File: config.mk
export PLATFORM = sky130hd
export DESIGN_NAME = graph_mem_arbiter
export DESIGN_NICKNAME = d
export VERILOG_FILES = /design/src/rtl/graph_mem_arbiter.sv
export SDC_FILE = /design/constraint.sdc
export NUM_CORES = 1
export LEC_CHECK = 0
export ABC_CLOCK_PERIOD_IN_PS = 7000
export CAP_MARGIN = 25
export CORE_UTILIZATION = 30
export DETAILED_ROUTE_END_ITERATION = 6
export HOLD_SLACK_MARGIN = 0.02
export PLACE_DENSITY = 0.7
export SYNTH_ARGS = -nofsm -noshare
export SYNTH_HDL_FRONTEND = slang
export SYNTH_SLANG_ARGS = --single-unit
File: constraint.sdc
create_clock -name clk_in -period 7 [get_ports clk_in]
set_input_delay 1.4 -clock clk_in [delete_from_list [all_inputs] [get_ports clk_in]]
set_output_delay 1.4 -clock clk_in [all_outputs]
set_load 0.02 [all_outputs]
File: src/rtl/graph_mem_arbiter.sv
`timescale 1ns/1ps
// graph_mem_arbiter
// Shares one in-order graph_memory read port among NUM_REQ requesters.
// A round-robin arbiter grants one request per cycle while fewer than
// MAX_OUT reads are outstanding. A tag FIFO remembers which requester owns
// each outstanding read, so every in-order return is routed to its owner.
// A RUN/DRAIN state machine lets the system stop issuing and empty the pipe.
//
// Ports
//   clk_in          clock, rising edge
//   rst_in          asynchronous active-high reset
//   req_valid_in    per-requester read request
//   req_addr_in     per-requester read address (unpacked, 32 bits each)
//   req_ready_out   combinational grant, at most one bit set
//   resp_valid_out  registered one-hot response strobe
//   resp_data_out   registered response data (shared)
//   mem_req_out     registered address to memory
//   mem_valid_out   registered read strobe to memory
//   mem_data_in     read data from memory
//   mem_valid_in    read data valid (returns are in order)
//   drain_in        level request to stop issuing
//   drained_out     high while draining with nothing outstanding
//   busy_out        high while any read is outstanding
//   err_out         sticky: a return arrived with nothing outstanding
module graph_mem_arbiter #(
    parameter int NUM_REQ = 4,
    parameter int MAX_OUT = 4
) (
    input  logic               clk_in,
    input  logic               rst_in,
    input  logic [NUM_REQ-1:0] req_valid_in,
    input  logic [31:0]        req_addr_in [NUM_REQ],
    output logic [NUM_REQ-1:0] req_ready_out,
    output logic [NUM_REQ-1:0] resp_valid_out,
    output logic [31:0]        resp_data_out,
    output logic [31:0]        mem_req_out,
    output logic               mem_valid_out,
    input  logic [31:0]        mem_data_in,
    input  logic               mem_valid_in,
    input  logic               drain_in,
    output logic               drained_out,
    output logic               busy_out,
    output logic               err_out
);

    localparam int IDX_W = (NUM_REQ > 1) ? $clog2(NUM_REQ) : 1;
    localparam int PTR_W = $clog2(MAX_OUT);
    localparam int CNT_W = PTR_W + 1;
    localparam logic [CNT_W-1:0]   MAX_CNT  = CNT_W'(MAX_OUT);
    localparam logic [IDX_W-1:0]   LAST_IDX = IDX_W'(NUM_REQ - 1);
    localparam logic [NUM_REQ-1:0] ONE_HOT0 = NUM_REQ'(1);

    typedef enum logic [0:0] {
        ST_RUN   = 1'b0,
        ST_DRAIN = 1'b1
    } state_t;

    state_t             state_r;
    state_t             state_next_s;
    logic [IDX_W-1:0]   rr_ptr_r;
    logic [CNT_W-1:0]   count_r;
    logic [CNT_W-1:0]   count_next_s;
    logic [PTR_W-1:0]   wr_ptr_r;
    logic [PTR_W-1:0]   rd_ptr_r;
    logic [IDX_W-1:0]   tag_fifo_r [MAX_OUT];

    logic               grant_found_s;
    logic [IDX_W-1:0]   grant_idx_s;
    logic [NUM_REQ-1:0] grant_s;
    logic               push_s;
    logic               pop_s;
    logic               orphan_s;

    // Round-robin search starting one past the last granted requester.
    always_comb begin
        int               cand;
        logic [IDX_W-1:0] cand_idx;
        cand          = 0;
        cand_idx      = '0;
        grant_found_s = 1'b0;
        grant_idx_s   = '0;
        grant_s       = '0;
        if ((state_r == ST_RUN) && (count_r < MAX_CNT)) begin
            for (int k = 1; k <= NUM_REQ; k++) begin
                cand     = (int'(rr_ptr_r) + k) % NUM_REQ;
                cand_idx = IDX_W'(cand);
                if (!grant_found_s && req_valid_in[cand_idx]) begin
                    grant_found_s = 1'b1;
                    grant_idx_s   = cand_idx;
                end else begin
                    grant_found_s = grant_found_s;
                end
            end
        end else begin
            grant_found_s = 1'b0;
        end
        if (grant_found_s) begin
            grant_s = ONE_HOT0 << grant_idx_s;
        end else begin
            grant_s = '0;
        end
    end

    assign req_ready_out = grant_s;
    // A grant is only ever given to a valid requester, so grant == handshake.
    assign push_s   = grant_found_s;
    assign pop_s    = mem_valid_in && (count_r != {CNT_W{1'b0}});
    assign orphan_s = mem_valid_in && (count_r == {CNT_W{1'b0}});
    assign busy_out = (count_r != {CNT_W{1'b0}});

    // Next outstanding count and next state.
    always_comb begin
        count_next_s = count_r;
        state_next_s = state_r;
        case ({push_s, pop_s})
            2'b10:   count_next_s = count_r + CNT_W'(1);
            2'b01:   count_next_s = count_r - CNT_W'(1);
            default: count_next_s = count_r;
        endcase
        case (state_r)
            ST_RUN:   state_next_s = drain_in ? ST_DRAIN : ST_RUN;
            ST_DRAIN: state_next_s = drain_in ? ST_DRAIN : ST_RUN;
            default:  state_next_s = ST_RUN;
        endcase
    end

    // State machine, tag FIFO and all registered outputs.
    always_ff @(posedge clk_in or posedge rst_in) begin
        if (rst_in) begin
            state_r        <= ST_RUN;
            rr_ptr_r       <= LAST_IDX;
            count_r        <= '0;
            wr_ptr_r       <= '0;
            rd_ptr_r       <= '0;
            for (int i = 0; i < MAX_OUT; i++) begin
                tag_fifo_r[i] <= '0;
            end
            mem_valid_out  <= 1'b0;
            mem_req_out    <= 32'h0000_0000;
            resp_valid_out <= '0;
            resp_data_out  <= 32'h0000_0000;
            err_out        <= 1'b0;
            drained_out    <= 1'b0;
        end else begin
            state_r     <= state_next_s;
            count_r     <= count_next_s;
            // Mirrors state/count in the same cycle they become visible.
            drained_out <= (state_next_s == ST_DRAIN) && (count_next_s == {CNT_W{1'b0}});
            err_out     <= err_out | orphan_s;

            if (push_s) begin
                rr_ptr_r             <= grant_idx_s;
                tag_fifo_r[wr_ptr_r] <= grant_idx_s;
                wr_ptr_r             <= wr_ptr_r + PTR_W'(1);
                mem_valid_out        <= 1'b1;
                mem_req_out          <= req_addr_in[grant_idx_s];
            end else begin
                mem_valid_out        <= 1'b0;
            end

            if (pop_s) begin
                rd_ptr_r       <= rd_ptr_r + PTR_W'(1);
                resp_valid_out <= ONE_HOT0 << tag_fifo_r[rd_ptr_r];
                resp_data_out  <= mem_data_in;
            end else begin
                resp_valid_out <= '0;
            end
        end
    end

endmodule
==> key figures <==
Outcome
  • Outcome: complete, no violations

Clock network
  • Postcts setup bufs: 0
  • Root buf cell: clkbuf_16
  • Num CTS Buffers: 9
  • H-tree Lvls: 3
  • CTS clk-pin slew, worst paths: 0.06 ns
  • Clk_lat worst skew: 0.34 ns
  • CTS tree: done
  • Clk buf depth: 2
  • Post-CTS Resized: 0
  • Hold buffers post-CTS: 0
  • Clk sinks: a little under 90

Flow run
  • MaxCap Viol Count: 0

Drt
  • Drc violations: 0
  • ANT nets after route: 0
  • Vias: ~4.7k
  • First DRT Iteration DRCs: about 350
  • WL per Instance: between 15 and 20 um
  • Drt total wl: 15700 um
  • Vias per inst: between 5 and 6
  • First drt pass iteration count: 7

Floorplan
  • Ports: between 200 and 250
  • Chip width: roughly 130 um
  • Die height: 126 um
  • Core area: approximately 0.015 sq mm
  • Die area: roughly 0.016 sq mm
  • Starting Density: 0.312
  • Row cnt: 44

Min path
  • Hold Crit Start: resp_data_out[3]
  • Hold Crit Depth: 2
  • Hold Path Class: flop to flop

Place
  • HPWL after DPL: ~11000 um
  • Port Buf Inserts: between 200 and 250
  • Routability congestion estimate: ~0.88
  • Pre-CTS WS: ~1.6 ns

Worst setup path
  • Kind of critical path: input port to output pin
  • Max FO, Critical Path: 35
  • Critical path arrival: 3.95 ns
  • Worst Setup End Kind: output pin
  • Worst setup startpoint: req_valid_in[3]
  • Worst reg2reg path startpoint: count_r[0]
  • Crit path launch type: input port
  • R2R depth: 10
  • Required @ worst endpoint: about 5.6 ns

Timing
  • Peak Freq: around 0.19 GHz
  • Final Setup Violations: 0
  • Final setup TNS: 0 ns
  • Worst-margin pin slew: 0.875 ns
  • Final worst setup slack: ~1.7 ns
  • Rel. slew slack: 0.417
  • Clock skew: 0.0101 ns
  • Final hold slack: between 0.4 and 0.5 ns
  • Post-route minimum period: 5.35 ns
  • Fin. max-slew vios: 0
  • Final hold vios: 0
  • RSZ-0062 raised after global routing: false
  • Final period utilization: 0.764

Synthesis
  • Cells after Synth: 501
  • Asr flop ratio synth: 1.00
  • Netlist Area Pre-Place: ~0.0046 sq mm
  • Simple-Gate Fraction of Synth Area: 0.229
  • Proportion of synthesized area in mux cells: 0.0218
  • Yosys Warn Count: 0
  • Syn Nets: 675
  • Yosys reg bits: 89
  • Synth area leader: dfrtp_1
  • Count leader, synth: nand2_1
  • Synth Area in Compound Gates: 0.173
  • Register area share after synthesis: 0.485
  • Main flop type after synthesis: dfrtp_1
  • Post-synth cell types: 42
  • Synth Area in Adders: 0.0180
  • Post-synth top area share: 0.473
  • XOR/XNOR Fraction of Synth Area: 0.0114
  • Synth area leaders: dfrtp_1 47%, nand2_1 8.8%, nand3_1 7.1%
  • Post-synthesis average cell area: 9.18 sq um
  • Synth top cells by count: 108 x nand2_1, 87 x dfrtp_1, 65 x nand3_1
  • Largest family of logic cells by synthesized area: simple AND/OR/NAND/NOR gates
  • Number of synthesized flops with an enable pin: 0

Power
  • Power Total: between 0.002 and 0.003 W
  • Max VDD drop: between 0.3 and 0.4 mV
  • Power Dens Cells: 362 mW/mm^2
  • Pleak: ~3.2 nW

Finish
  • Area growth syn-to-layout: 60.6%
  • Share of cells above drive strength 1: 0.0565
  • Fin nets: between 800 and 900
  • ANT cells: 0

Global routing
  • First-pass GRT wire length: ~25000 um
  • Number of global-route vias before repair: 4828
  • Pin count of the biggest net entering global routing: 66
  • Total grt overflow: 0
  • Initial antenna violation count: 0
  • Total track usage: 0.197
-- power by group --
part | total, W | internal [W] | switching (W)
clock network | 0.000496 | 0.000289 | 0.000207
registers | 0.000855 | 0.000723 | 0.000132
logic | 0.00132 | 0.000609 | 0.000711
total | 0.00267 | 0.00162 | 0.00105
-- critical path, cell delays in order --
cell and delay [ns]:
clkdlybuf4s50_1 0.60, nor2b_1 0.22, nand2_1 0.13, a31oi_4 0.70, a21boi_0 0.25, clkdlybuf4s50_1 0.63
-- registers in the layout (all words and copies together), names as in the netlist --
name and cells:
state_r 1, err_out 1, rr_ptr_r 2, tag_fifo_r 8
wr_ptr_r 2, drained_out 1, rd_ptr_r 2, mem_valid_out 1
resp_data_out 32, count_r 3, resp_valid_out 4, mem_req_out 32
-- metrics by stage --
stage | std cells | instance area (sq um) | util
CTS | 910 | 7390 | 0.501
finish | 910 | 7390 | 0.501
global placement | 894 | 7080 | 0.480
global route | 910 | 7390 | 0.501
detailed placement | 894 | 7080 | 0.480
floorplan | 501 | 4600 | -
-- layer usage --
metal / track usage / share of wire / up-vias
li1: - / - / 2188
met5: 0 / 0 / -
met1: 0.233 / 0.40 / 2243
met3: 0.0446 / 0.074 / 39
met2: 0.348 / 0.50 / 220
met4: 0.0801 / 0.026 / 0
-- cell usage in the layout, fill, tap and decap left out, types with 3 or more instances in the layout --
master           synthesis  layout
a21boi_0                31      31
a21o_1                   3       3
a21oi_1                  4       4
a22oi_1                 32      32
a31oi_1                  5       4
and3_1                  34      34
buf_4                    6       6
clkbuf_16                0       9
clkdlybuf4s50_1          0     243
dfrtp_1                 87      87
ha_1                     5       5
inv_1                    8       7
inv_2                    3       3
mux2_2                   4       4
nand2_1                108     108
nand3_1                 65      65
nor2_1                   6       5
o21ai_1                 32      32
xnor2_1                  4       4
-- cells by family after synthesis --
kind of cell | Yosys count
fa+ha+maj | 6
simple gates | 226
xor+xnor | 6
flops | 89
buf+inv | 51
compound gates | 116
mux | 7
-- final cells by class --
cell class | instances | area (sq um)
Sequential cell | 89 | 2230
Fill cell | 1349 | 7370
Timing Repair Buffer | 249 | 2480
Clock buffer | 11 | 243
Tap cell | 184 | 230
Clock inverter | 5 | 62.6
Multi-Input combinational cell | 361 | 2100
Inverter | 11 | 42.5
-- worst paths after layout --
check                               endpoint  slack (ns)
hold reg to reg             resp_data_out[3]        0.47
setup / recovery            req_ready_out[1]        1.65
max in group asynchronous    mem_req_out[11]        4.40
hold / removal              resp_data_out[3]        0.47
min in group asynchronous  resp_valid_out[2]        1.50
setup reg to reg                 drained_out        3.78
(Power assumes the default switching activity.)
